$ cat config.mk
export PLATFORM = sky130hd
export DESIGN_NAME = pwm_bank
export DESIGN_NICKNAME = d
export VERILOG_FILES = /design/src/rtl/pwm_pkg.sv /design/src/rtl/pwm_channel.sv /design/src/rtl/pwm_bank.sv
export SDC_FILE = /design/constraint.sdc
export NUM_CORES = 1
export LEC_CHECK = 0
export ABC_AREA = 1
export CELL_PAD_IN_SITES_DETAIL_PLACEMENT = 1
export CELL_PAD_IN_SITES_GLOBAL_PLACEMENT = 1
export CORE_MARGIN = 1.5
export CORE_UTILIZATION = 40
export DETAILED_ROUTE_END_ITERATION = 10
export PLACE_DENSITY_LB_ADDON = 0.25
export SETUP_SLACK_MARGIN = 0.05
export SLEW_MARGIN = 40
export SYNTH_ARGS = -nofsm -noshare
export SYNTH_HDL_FRONTEND = slang
export SYNTH_SLANG_ARGS = --single-unit
export TNS_END_PERCENT = 30
$ cat constraint.sdc
create_clock -name clk -period 8.7 [get_ports clk]
set_input_delay 1.74 -clock clk [delete_from_list [all_inputs] [get_ports clk]]
set_output_delay 1.74 -clock clk [all_outputs]
set_load 0.01 [all_outputs]
$ cat src/rtl/pwm_pkg.sv
// pwm_pkg: shared types and the channel-select width helper for the PWM bank
package pwm_pkg;
  typedef enum logic {PWM_EDGE = 1'b0, PWM_CENTER = 1'b1} pwm_mode_t;
  typedef enum logic {DIR_UP = 1'b0, DIR_DOWN = 1'b1} dir_t;
  function automatic int ch_w(input int n);
    return (n > 1) ? $clog2(n) : 1;
  endfunction
endpackage

$ cat src/rtl/pwm_channel.sv
// pwm_channel: one PWM channel with shadowed period/compare/mode; ports: clk, rst, en, wr + wr_* write data, pend/wrap/pwm outputs
module pwm_channel
  import pwm_pkg::*;
#(
  parameter int WIDTH = 24
) (
  input  logic             clk,
  input  logic             rst,
  input  logic             en,
  input  logic             wr,
  input  logic [WIDTH-1:0] wr_period,
  input  logic [WIDTH-1:0] wr_compare,
  input  pwm_mode_t        wr_mode,
  output logic             pend,
  output logic             wrap,
  output logic             pwm
);
  logic [WIDTH-1:0] ctr_q, ctr_d, per_a_q, per_a_d, cmp_a_q, cmp_a_d;
  logic [WIDTH-1:0] per_s_q, per_s_d, cmp_s_q, cmp_s_d, dec;
  pwm_mode_t        mode_a_q, mode_a_d, mode_s_q, mode_s_d;
  dir_t             dir_q, dir_d;
  logic             pend_q, pend_d, wrap_q, wrap_d, pwm_q, pwm_d, load, down;
  always_comb begin
    dec    = ctr_q - WIDTH'(1);
    ctr_d  = ctr_q + WIDTH'(1);
    dir_d  = DIR_UP;
    wrap_d = 1'b0;
    // centre mode counts down once it has peaked; a step down to 0 is the wrap
    down   = mode_a_q == PWM_CENTER &&
             (dir_q == DIR_DOWN || (per_a_q != '0 && ctr_q >= per_a_q));
    if (!en) begin
      ctr_d = '0;
    end else if (down) begin
      ctr_d  = dec;
      wrap_d = dec == '0;
      dir_d  = (dec == '0) ? DIR_UP : DIR_DOWN;
    end else if (ctr_q >= per_a_q) begin
      ctr_d  = '0;
      wrap_d = 1'b1;
    end
    load     = !en || wrap_d;
    per_a_d  = load ? per_s_q : per_a_q;
    cmp_a_d  = load ? cmp_s_q : cmp_a_q;
    mode_a_d = load ? mode_s_q : mode_a_q;
    // a write landing on a load cycle stays pending; the load takes the old shadow
    per_s_d  = wr ? wr_period : per_s_q;
    cmp_s_d  = wr ? wr_compare : cmp_s_q;
    mode_s_d = wr ? wr_mode : mode_s_q;
    pend_d   = wr || (pend_q && !load);
    pwm_d    = en && (ctr_d < cmp_a_d);
  end
  always_ff @(posedge clk) begin
    if (rst) begin
      ctr_q    <= '0;
      dir_q    <= DIR_UP;
      per_a_q  <= '0;
      cmp_a_q  <= '0;
      mode_a_q <= PWM_EDGE;
      per_s_q  <= '0;
      cmp_s_q  <= '0;
      mode_s_q <= PWM_EDGE;
      pend_q   <= 1'b0;
      wrap_q   <= 1'b0;
      pwm_q    <= 1'b0;
    end else begin
      ctr_q    <= ctr_d;
      dir_q    <= dir_d;
      per_a_q  <= per_a_d;
      cmp_a_q  <= cmp_a_d;
      mode_a_q <= mode_a_d;
      per_s_q  <= per_s_d;
      cmp_s_q  <= cmp_s_d;
      mode_s_q <= mode_s_d;
      pend_q   <= pend_d;
      wrap_q   <= wrap_d;
      pwm_q    <= pwm_d;
    end
  end
  assign pend = pend_q;
  assign wrap = wrap_q;
  assign pwm  = pwm_q;
endmodule

$ cat src/rtl/pwm_bank.sv
// pwm_bank: CHANNELS independent shadowed PWM channels; ports: clk, rst, en, cfg_* write port, cfg_err, pend/wrap/pwm per channel
module pwm_bank
  import pwm_pkg::*;
#(
  parameter int  CHANNELS = 4,
  parameter int  WIDTH    = 24,
  localparam int CH_W     = ch_w(CHANNELS)
) (
  input  logic                clk,
  input  logic                rst,
  input  logic [CHANNELS-1:0] en,
  input  logic                cfg_valid,
  output logic                cfg_ready,
  input  logic [CH_W-1:0]     cfg_ch,
  input  logic [WIDTH-1:0]    cfg_period,
  input  logic [WIDTH-1:0]    cfg_compare,
  input  logic                cfg_mode,
  output logic                cfg_err,
  output logic [CHANNELS-1:0] pend,
  output logic [CHANNELS-1:0] wrap,
  output logic [CHANNELS-1:0] pwm
);
  localparam logic [CH_W:0] NCH = (CH_W + 1)'(CHANNELS);
  logic ready_q, ready_d, err_q, err_d, acc;
  always_comb begin
    acc     = cfg_valid && ready_q;
    ready_d = 1'b1;
    err_d   = acc && ({1'b0, cfg_ch} >= NCH);
  end
  always_ff @(posedge clk) begin
    if (rst) begin
      ready_q <= 1'b0;
      err_q   <= 1'b0;
    end else begin
      ready_q <= ready_d;
      err_q   <= err_d;
    end
  end
  assign cfg_ready = ready_q;
  assign cfg_err   = err_q;
  for (genvar i = 0; i < CHANNELS; i++) begin : g_ch
    pwm_channel #(.WIDTH(WIDTH)) u_ch (
      .clk       (clk),
      .rst       (rst),
      .en        (en[i]),
      .wr        (acc && cfg_ch == CH_W'(i)),
      .wr_period (cfg_period),
      .wr_compare(cfg_compare),
      .wr_mode   (pwm_mode_t'(cfg_mode)),
      .pend      (pend[i]),
      .wrap      (wrap[i]),
      .pwm       (pwm[i])
    );
  end
endmodule

### After elaboration in Yosys (flattened, before gate mapping)

Index checks and enable logic that the tools add are counted.

* flip-flop bits (word level): 505
* output and inout port bits: 14
* word-level logic and storage cells: 159

* add/sub/neg operators: 8
* order comparisons: 8
* equality and inequality tests: 3
* muxes and demuxes: 33
* bitwise operators: 8
* reduce and logical (&&, ||, !) cells: 54

Operators by type and width (count)
* $mux W24: 16
* $add A24 B1 Y24 const B: 4
* $ge A24 B24 Y1: 4
* $logic_not A24 Y1: 4
* $lt A24 B24 Y1: 4
* $reduce_bool A24 Y1: 4
* $sub A24 B1 Y24 const B: 4
* $logic_and A1 B1 Y1: 21
* $mux W1: 17
* $logic_or A1 B1 Y1: 12
* $reduce_or A3 Y1: 4
* $logic_not A1 Y1: 8
* $not A1 Y1: 8
* $eq A2 B2 Y1 const B: 2
* $eq A2 B1 Y1 const B: 1
* $logic_not A2 Y1: 1

### Depth between registers and ports, before layout

Gate-level depths: netlist (run 1).

* word-level depth: 10
* mapped depth: 27
* depth with buffers taken out: 25

### Cells and area by module

From an unflattened synthesis (run 1), not the netlist that was laid out.

* cells, all modules: 3923
* area, all modules: 27998.1 µm²

By module, submodules not included
* pwm_channel: times used 4, cells each 977, area an instance 6980.4 µm², sequential area each 2522.4 µm²
* pwm_bank: times used 1, cells each 15, area an instance 76.3 µm², sequential area each 20.0 µm²

### Worst setup path before layout (run 1)

No wires, ideal clock.

* path kind: input-to-reg
* start point: in en[0]
* end point: reg g_ch[0].u_ch.pwm_q
* setup time: 124 ps
* data arrival time: 3654 ps
* required time: 8576 ps
* setup slack: 4922 ps
* stages: 13
* buffers on the path: 3
* path through: clkbuf_1 -> inv_1 -> clkbuf_1 -> clkbuf_1 -> nor3_1 -> ha_1 -> nand2_1 -> inv_1 -> nand3_1 -> nor4_1 -> inv_1 -> nor4_1 -> a21oi_1

* elaborated cells on any way between the ends: 7

RTL lines
* from (decl): RTL line pwm_bank.sv:11 `input logic [CHANNELS-1:0] en,`
* $mux W24: RTL line pwm_channel.sv:31 `if (!en) begin`
* named net g_ch[0].u_ch.ctr_d[22]: RTL line pwm_channel.sv:18 `logic [WIDTH-1:0] ctr_q, ctr_d, per_a_q, per_a_d, cmp_a_q, cmp_a_d;`
* $lt A24 B24 Y1: RTL line pwm_channel.sv:50 `pwm_d = en && (ctr_d < cmp_a_d);`
* $logic_and A1 B1 Y1: RTL line pwm_channel.sv:50
* to (signal assigned): RTL line pwm_channel.sv:76 `pwm_q <= pwm_d;`
* to (decl): RTL line pwm_channel.sv:22 `logic pend_q, pend_d, wrap_q, wrap_d, pwm_q, pwm_d, load, down;`

The timed path passes the listed nets, and every way through them passes these cells.
A chain may end at the register's enable or synchronous reset.

### Worst setup path after layout (run 1)

* start point: reg g_ch[3].u_ch.ctr_q[19]
* end point: reg g_ch[3].u_ch.pwm_q

* word-level cells in the longest chain between the ends: 10
* elaborated cells on any way between the ends: 17

RTL lines
* from (decl): RTL line pwm_channel.sv:18
* from (signal assigned): RTL line pwm_channel.sv:66 `ctr_q <= ctr_d;`
* parallel branches: the longest is 8 deep, another holds $sub A24 B1 Y24
* $lt A24 B24 Y1 (*): RTL line pwm_channel.sv:50
* $logic_and A1 B1 Y1 (*): RTL line pwm_channel.sv:50
* to (signal assigned): RTL line pwm_channel.sv:76
* to (decl): RTL line pwm_channel.sv:22

Every way passes the cells marked *.

==> results of run 1 <==
==> stage by stage <==
stage / cell area, µm² / hold WS [ns] / setup WS (ns)
floorplan: 27900 / 0.430 / 4.92
global placement: 29100 / 0.443 / 3.69
detailed placement: 29100 / 0.448 / 3.53
CTS: 31000 / 0.449 / 3.46
global route: 31000 / 0.471 / 2.92
finish: 31000 / 0.453 / 3.45
==> final timing paths <==
path / startpoint / end / slack [ns] / cells past startpoint
worst max-delay path: g_ch[3].u_ch.ctr_q[19] / g_ch[3].u_ch.pwm / 3.45 / 22
worst min-delay path: g_ch[0].u_ch.per_s_q[5] / g_ch[0].u_ch.per_a_q[5] / 0.45 / 2
worst max register to register: g_ch[3].u_ch.ctr_q[19] / g_ch[3].u_ch.pwm / 3.45 / 22
worst min register to register: g_ch[0].u_ch.per_s_q[5] / g_ch[0].u_ch.per_a_q[5] / 0.45 / 2
==> synthesized netlist by cell type (all sizes together) (2+ instances only) <==
master | n | area share, %
a211oi | 17 | 0.46
o2111ai | 3 | 0.094
o22ai | 2 | 0.045
mux2i | 92 | 3.3
a21boi | 3 | 0.11
nand3 | 121 | 2.3
inv | 386 | 5.2
a21o | 9 | 0.24
a21oi | 298 | 5.4
xnor2 | 4 | 0.13
o211ai | 2 | 0.054
clkbuf | 137 | 1.8
nor3 | 98 | 1.8
nor4 | 70 | 1.7
buf | 53 | 1.5
o21bai | 2 | 0.054
xor2 | 29 | 0.91
o21ai | 384 | 6.9
nand4 | 84 | 1.9
nor2 | 783 | 11
a32o | 4 | 0.14
dfxtp | 505 | 36
o21a | 2 | 0.054
or2 | 7 | 0.16
nor2b | 3 | 0.067
ha | 200 | 9.0
a31oi | 29 | 0.65
or4 | 2 | 0.067
and2 | 18 | 0.40
nand2 | 593 | 8.1
clkinv | 5 | 0.067
o221ai | 4 | 0.13
a311oi | 3 | 0.094
==> per-layer routing <==
layer	up-vias	track usage [%]	routed length, µm
met4	0	13.4	4980
li1	13000	-	-
met3	177	4.28	4330
met5	-	0	0
met1	12500	35.9	44900
met2	466	43.2	42700
==> cell type report <==
class / count / share of cell area [%]
diodes: 2 / 0.0162
clock buffers: 83 / 5.45
clock inverters: 19 / 0.610
inverters: 391 / 4.76
multi-input cells: 2872 / 49.9
flip-flops and latches: 505 / 32.6
well taps: 931 / 3.76
repair buffers: 94 / 2.88
==> state kept, by name, indices dropped and copies added, names as in the netlist <==
register	flops
g_ch.u_ch.wrap	4
g_ch.u_ch.dir_q	4
g_ch.u_ch.mode_s_q	4
g_ch.u_ch.ctr_q	96
g_ch.u_ch.per_a_q	96
cfg_ready	1
g_ch.u_ch.cmp_s_q	96
g_ch.u_ch.mode_a_q	4
g_ch.u_ch.per_s_q	96
g_ch.u_ch.pwm	4
g_ch.u_ch.pend	4
g_ch.u_ch.cmp_a_q	96
==> cell families (layout without fill, tap and decap cells) <==
group | Yosys count | in the layout
xor gates and xnor gates | 33 | 33
adders and majority gates | 200 | 200
muxes | 92 | 92
buffers and inverters | 581 | 587
DFF | 505 | 505
and+or+nand+nor | 1781 | 1781
other | 1 | 3
AOI/OAI and AO/OA | 765 | 765
==> critical path: stages, from the launching register on <==
cell and delay [ns]:
dfxtp_1 0.55, ha_1 0.33, nand2_1 0.07, inv_1 0.05
nand2_1 0.07, nand2_1 0.05, nand2_1 0.06, nand2_1 0.05
a21oi_1 0.11, nand2_1 0.30, nand2_1 0.21, nand2_1 0.07
nand2_1 0.57, nand2_1 0.31, nand3_2 0.52, buf_4 0.57
mux2i_1 0.32, ha_1 0.28, a21oi_1 0.14, nor2_1 0.05
a211oi_1 0.16, nand2_1 0.15, a21oi_1 0.14
==> power groups by stage <==
stage	clock network, mW	registers (mW)	logic (mW)
4_1_cts	2.51	2.46	0.954
2_1_floorplan	0	2.49	0.660
3_5_place_dp	0	2.51	0.943
5_1_grt	2.59	2.47	1.07
3_3_place_gp	0	2.51	0.927
6_report	2.46	2.46	0.956
==> flow_summary.yaml, run 1 <==
status:
  outcome: "finished clean"
clock_tree:
  numCtsBuffers: 57
  cts_buffer_depth: 3
  cts_hold_buf: 0
  clkTransAtPathRegs_ns: 0.06
  postCtsSetupBuffers: 0
  cts_root_buf: "clkbuf_16"
  cts.sinks: 505
  clk_latency_ns: 0.64
  htreeDepth: 2
  cts_tree: "yes"
  ctsResizeCount: 0
timing:
  max_freq_mhz: 191
  finalClockSkew_ns: 0.0322
  period_share_pct: 60.3
  final_hold_viol_count: 0
  final_max_slew_viol_count: 0
  setup_viol: 0
  fin_tns_setup_ns: 0
  post-route-min-period_ns: 5.25
  rsz0062_at_grt: "no"
  slew_headroom_pct: 45.0
  tightest_slew_ns: 0.822
critical_path:
  crit_arrival_ns: 5.79
  start_kind: "register"
  worstSetupPathType: "register to register"
  cp_data_required_time_ns: 9.25
  cp_max_fo: 55
  critPathCaptureType: "register"
pwr:
  clkPwrFrac_pct: 41.8
  intPower_mw: 4.13
  power_frac_comb_pct: 16.3
  sw_frac_of_total_pct: 29.7
  totalPowerFinal_mw: 5.88
  vdd_drop_max_v: 0.000139
  power_frac_seq_pct: 41.9
  p_switching_mw: 1.75
  leakage_nw: 13.7
  p_per_area_nw_per_um2: 190
global_routing:
  overflow: 0
  grt_pass1_wl_mm: 152
  antenna_found_initial: 3
  track_usage_pct: 27.2
  grt_max_degree: 127
  grt_pass1_vias: 26500
finish:
  syn_to_final_growth_pct: 10.9
  final_common_cell: "nor2_1"
  final_cell_mix: "nor2_1, nand2_1, dfxtp_1"
  utilization_pct: 45.0
  n_fill_cell: 8748
  fin_cells: 4897
  seqCellArea_um2: 10100
  finalNetCount: 4179
  drive_above_1_share_pct: 4.99
  multi_input_area_um2: 15400
synth:
  synth-adder-area-share_pct: 8.96
  synth_top_family_by_area: "simple AND/OR/NAND/NOR gates"
  synth-compound-area-share_pct: 14.5
  syn_avg_cell_area_um2: 7.06
  synthMuxAreaShare_pct: 3.30
  synth_fp_nets: 4216
  seq_area_frac_synth_pct: 36.2
  async_flop_share_pct: 0
  synth-main-ff-cell: "dfxtp_1"
  synthesis.instances: 3958
  yosysUniqueCellTypes: 57
  synth_xor_area_share_pct: 1.03
  synth_edf_count: 0
  yosys_warnings: 0
  yosys_register_bits: 505
  netlist_area_um2: 27900
  synth-simple-area-share_pct: 27.4
route:
  wl_per_cell_um: 19.8
  drtIter0Drc: 1523
  drc: 0
  detail_route.vias_per_cell: 5.35
  drtPass1Iterations: 5
  drtAntennaViolNets: 0
  route.vias.total: 26200
  routed_wl_mm: 96.9
die:
  die_x_um: 267
  die_h_um: 267
  num_io_pins: 72
  initial_core_util_pct: 40.6
  placementRows: 96
  coreArea_um2: 68800
  die-area_um2: 71400
hold_path:
  hold_class: "register to register"
place:
  gp_congestion: 0.947
  port_buffers: 70
  place_inst: 4793
  dpl.hpwl_mm: 69.9
run:
  drv_cap: 0
Note: power is estimated with default switching activity, not from simulation.
==> inputs of run 2 (changes only) <==
==> constraint.sdc (replaced) <==
create_clock -name clk -period 5.2 [get_ports clk]
set_input_delay 1.04 -clock clk [delete_from_list [all_inputs] [get_ports clk]]
set_output_delay 1.04 -clock clk [all_outputs]
set_load 0.01 [all_outputs]
==> run 2 against run 1 <==
Against the previous run: sequential power up 67%; total power rose by 72%; register-to-register slack worse by 2.6 ns; clock skew down 0.016 ns; maximum frequency up 21%; critical path depth unchanged; combinational power rose by 66%; sequential share of layout area decreased by 0.25 points; largest power group is now clock.
==> flow_summary.yaml, run 2 (same netlist as run 1, synthesis figures left out) <==
status:
  outcome: "finished clean"
critical_path:
  crit_path_end: "g_ch[0].u_ch.pwm"
  crit_arrival_ns: 4.85
  start_kind: "register"
  worstSetupPathType: "register to register"
  timing.rr.start: "g_ch[0].u_ch.ctr_q[19]"
  ff2ff_setup_slack_ns: 0.85
  cp_data_required_time_ns: 5.71
  critPathLaunch: "g_ch[0].u_ch.ctr_q[19]"
  critPathCaptureType: "register"
  reg2reg_depth: 22
  reg2reg_to: "g_ch[0].u_ch.pwm"
  cp_max_fo: 18
clock_tree:
  numCtsBuffers: 57
  cts_tree: "yes"
  htreeDepth: 2
  cts_buffer_depth: 3
  cts_root_buf: "clkbuf_16"
  ctsResizeCount: 0
  cts_hold_buf: 0
  clk_latency_ns: 0.63
  cts.sinks: 505
  postCtsSetupBuffers: 0
  clkTransAtPathRegs_ns: 0.06
finish:
  antennaDiodeCount: 0
  syn_to_final_growth_pct: 11.8
  finalNetCount: 4192
  drive_above_1_share_pct: 5.55
  fin_area_um2: 31200
  utilization_pct: 45.4
  final_common_cell: "nor2_1"
  final_cell_mix: "nor2_1, nand2_1, dfxtp_1"
timing:
  slew_headroom_pct: 45.4
  max_freq_mhz: 230
  final_max_slew_viol_count: 0
  period_share_pct: 83.6
  fin_tns_setup_ns: 0
  setup_viol: 0
  post-route-min-period_ns: 4.35
  tightest_slew_ns: 0.819
  fin_hold_ws_ns: 0.456
  timing.final.ws_setup_ns: 0.853
  rsz0062_at_grt: "no"
  final_hold_viol_count: 0
  finalClockSkew_ns: 0.0159
place:
  dpl.hpwl_mm: 70.1
  port_buffers: 70
  gp_congestion: 0.914
  placedInstanceArea_um2: 29200
  pre_cts_ws_ns: 0.894
die:
  coreArea_um2: 68800
  die_x_um: 267
  num_io_pins: 72
  die-area_um2: 71400
  placementRows: 96
  die_h_um: 267
  initial_core_util_pct: 40.6
route:
  route.vias.total: 26300
  drc: 0
  drtAntennaViolNets: 0
  drtPass1Iterations: 5
  detail_route.vias_per_cell: 5.36
  routed_wl_mm: 96.7
  wl_per_cell_um: 19.7
  drtIter0Drc: 1824
global_routing:
  track_usage_pct: 27.4
  grt_max_degree: 125
  grt_pass1_vias: 26500
  antenna_found_initial: 1
  grt_pass1_wl_mm: 154
  overflow: 0
hold_path:
  min_path_cells: 2
  hold_class: "register to register"
run:
  drv_cap: 0
pwr:
  vdd_drop_max_v: 0.000251
  leakage_nw: 13.9
  p_per_area_nw_per_um2: 324
## run 2: changes by cell type in the layout (fill, tap and decap cells not counted), sizes merged
cell      delta
clkinvlp     -1
clkbuf       -3
buf         +13
clkinv       +3
bufinv       +4
inv          +2
diode        -2
## run 2: how the worst min path moves through the flow
stage / end / startpoint
final: g_ch[0].u_ch.per_a_q[17] / g_ch[0].u_ch.per_s_q[17]
after global placement: g_ch[3].u_ch.cmp_s_q[0] / g_ch[3].u_ch.cmp_s_q[0]
after CTS: g_ch[0].u_ch.per_a_q[17] / g_ch[0].u_ch.per_s_q[17]
after floorplan: g_ch[2].u_ch.cmp_s_q[0] / g_ch[2].u_ch.cmp_s_q[0]
after detailed placement: g_ch[2].u_ch.cmp_s_q[0] / g_ch[2].u_ch.cmp_s_q[0]
after global routing: g_ch[3].u_ch.per_a_q[0] / g_ch[3].u_ch.per_s_q[0]
## run 2: critical path, stage by stage, from the launching register on
cell	delay [ns]
dfxtp_1	0.41
ha_1	0.34
nand2_1	0.05
inv_1	0.07
nand3_1	0.07
nor3_1	0.21
nor2b_1	0.18
nand2_1	0.07
nand2_2	0.33
nand2_1	0.15
nand2_1	0.10
nand2_1	0.07
nand2_1	0.13
nand3_2	0.51
mux2i_1	0.29
ha_1	0.34
nand2_1	0.05
inv_1	0.09
nand3_1	0.11
nor4_1	0.26
inv_1	0.07
nor4_1	0.20
a21oi_1	0.11
## run 2: area by class of cell
| cell class | count | area [µm²] |
|---|---|---|
| timing repair buffer | 107 | 992 |
| tap | 931 | 1160 |
| sequential | 505 | 10100 |
| multi-input combinational | 2872 | 15400 |
| fill | 8733 | 37600 |
| inverter | 391 | 1480 |
| clock inverter | 27 | 342 |
| clock buffer | 80 | 1700 |
## run 2: through the flow
step                      std cells  power (mW)
after floorplan                3958        5.27
after global placement         4805        5.75
after detailed placement       4805        5.78
after CTS                      4912        10.2
after global routing           4913        10.6
final                          4913        10.1
## run 2: metal layers
layer  global-route usage (%)  share of wire (%)  up-vias  routed length [µm]
met5                        0                  0        -                   0
met4                     8.80                3.3        0                3200
met3                     2.98                4.0      145                3880
met2                     44.4                 45      424               43500
met1                     37.9                 48    12700               46100
li1                         -                  -    13100                   -
## run 2: power by group
group          leakage, nW  switching (mW)  internal, mW
combinational         8.77            1.09         0.501
clock                0.996            1.77          2.62
sequential            4.11          0.0918          4.03
total                 13.9            2.96          7.15
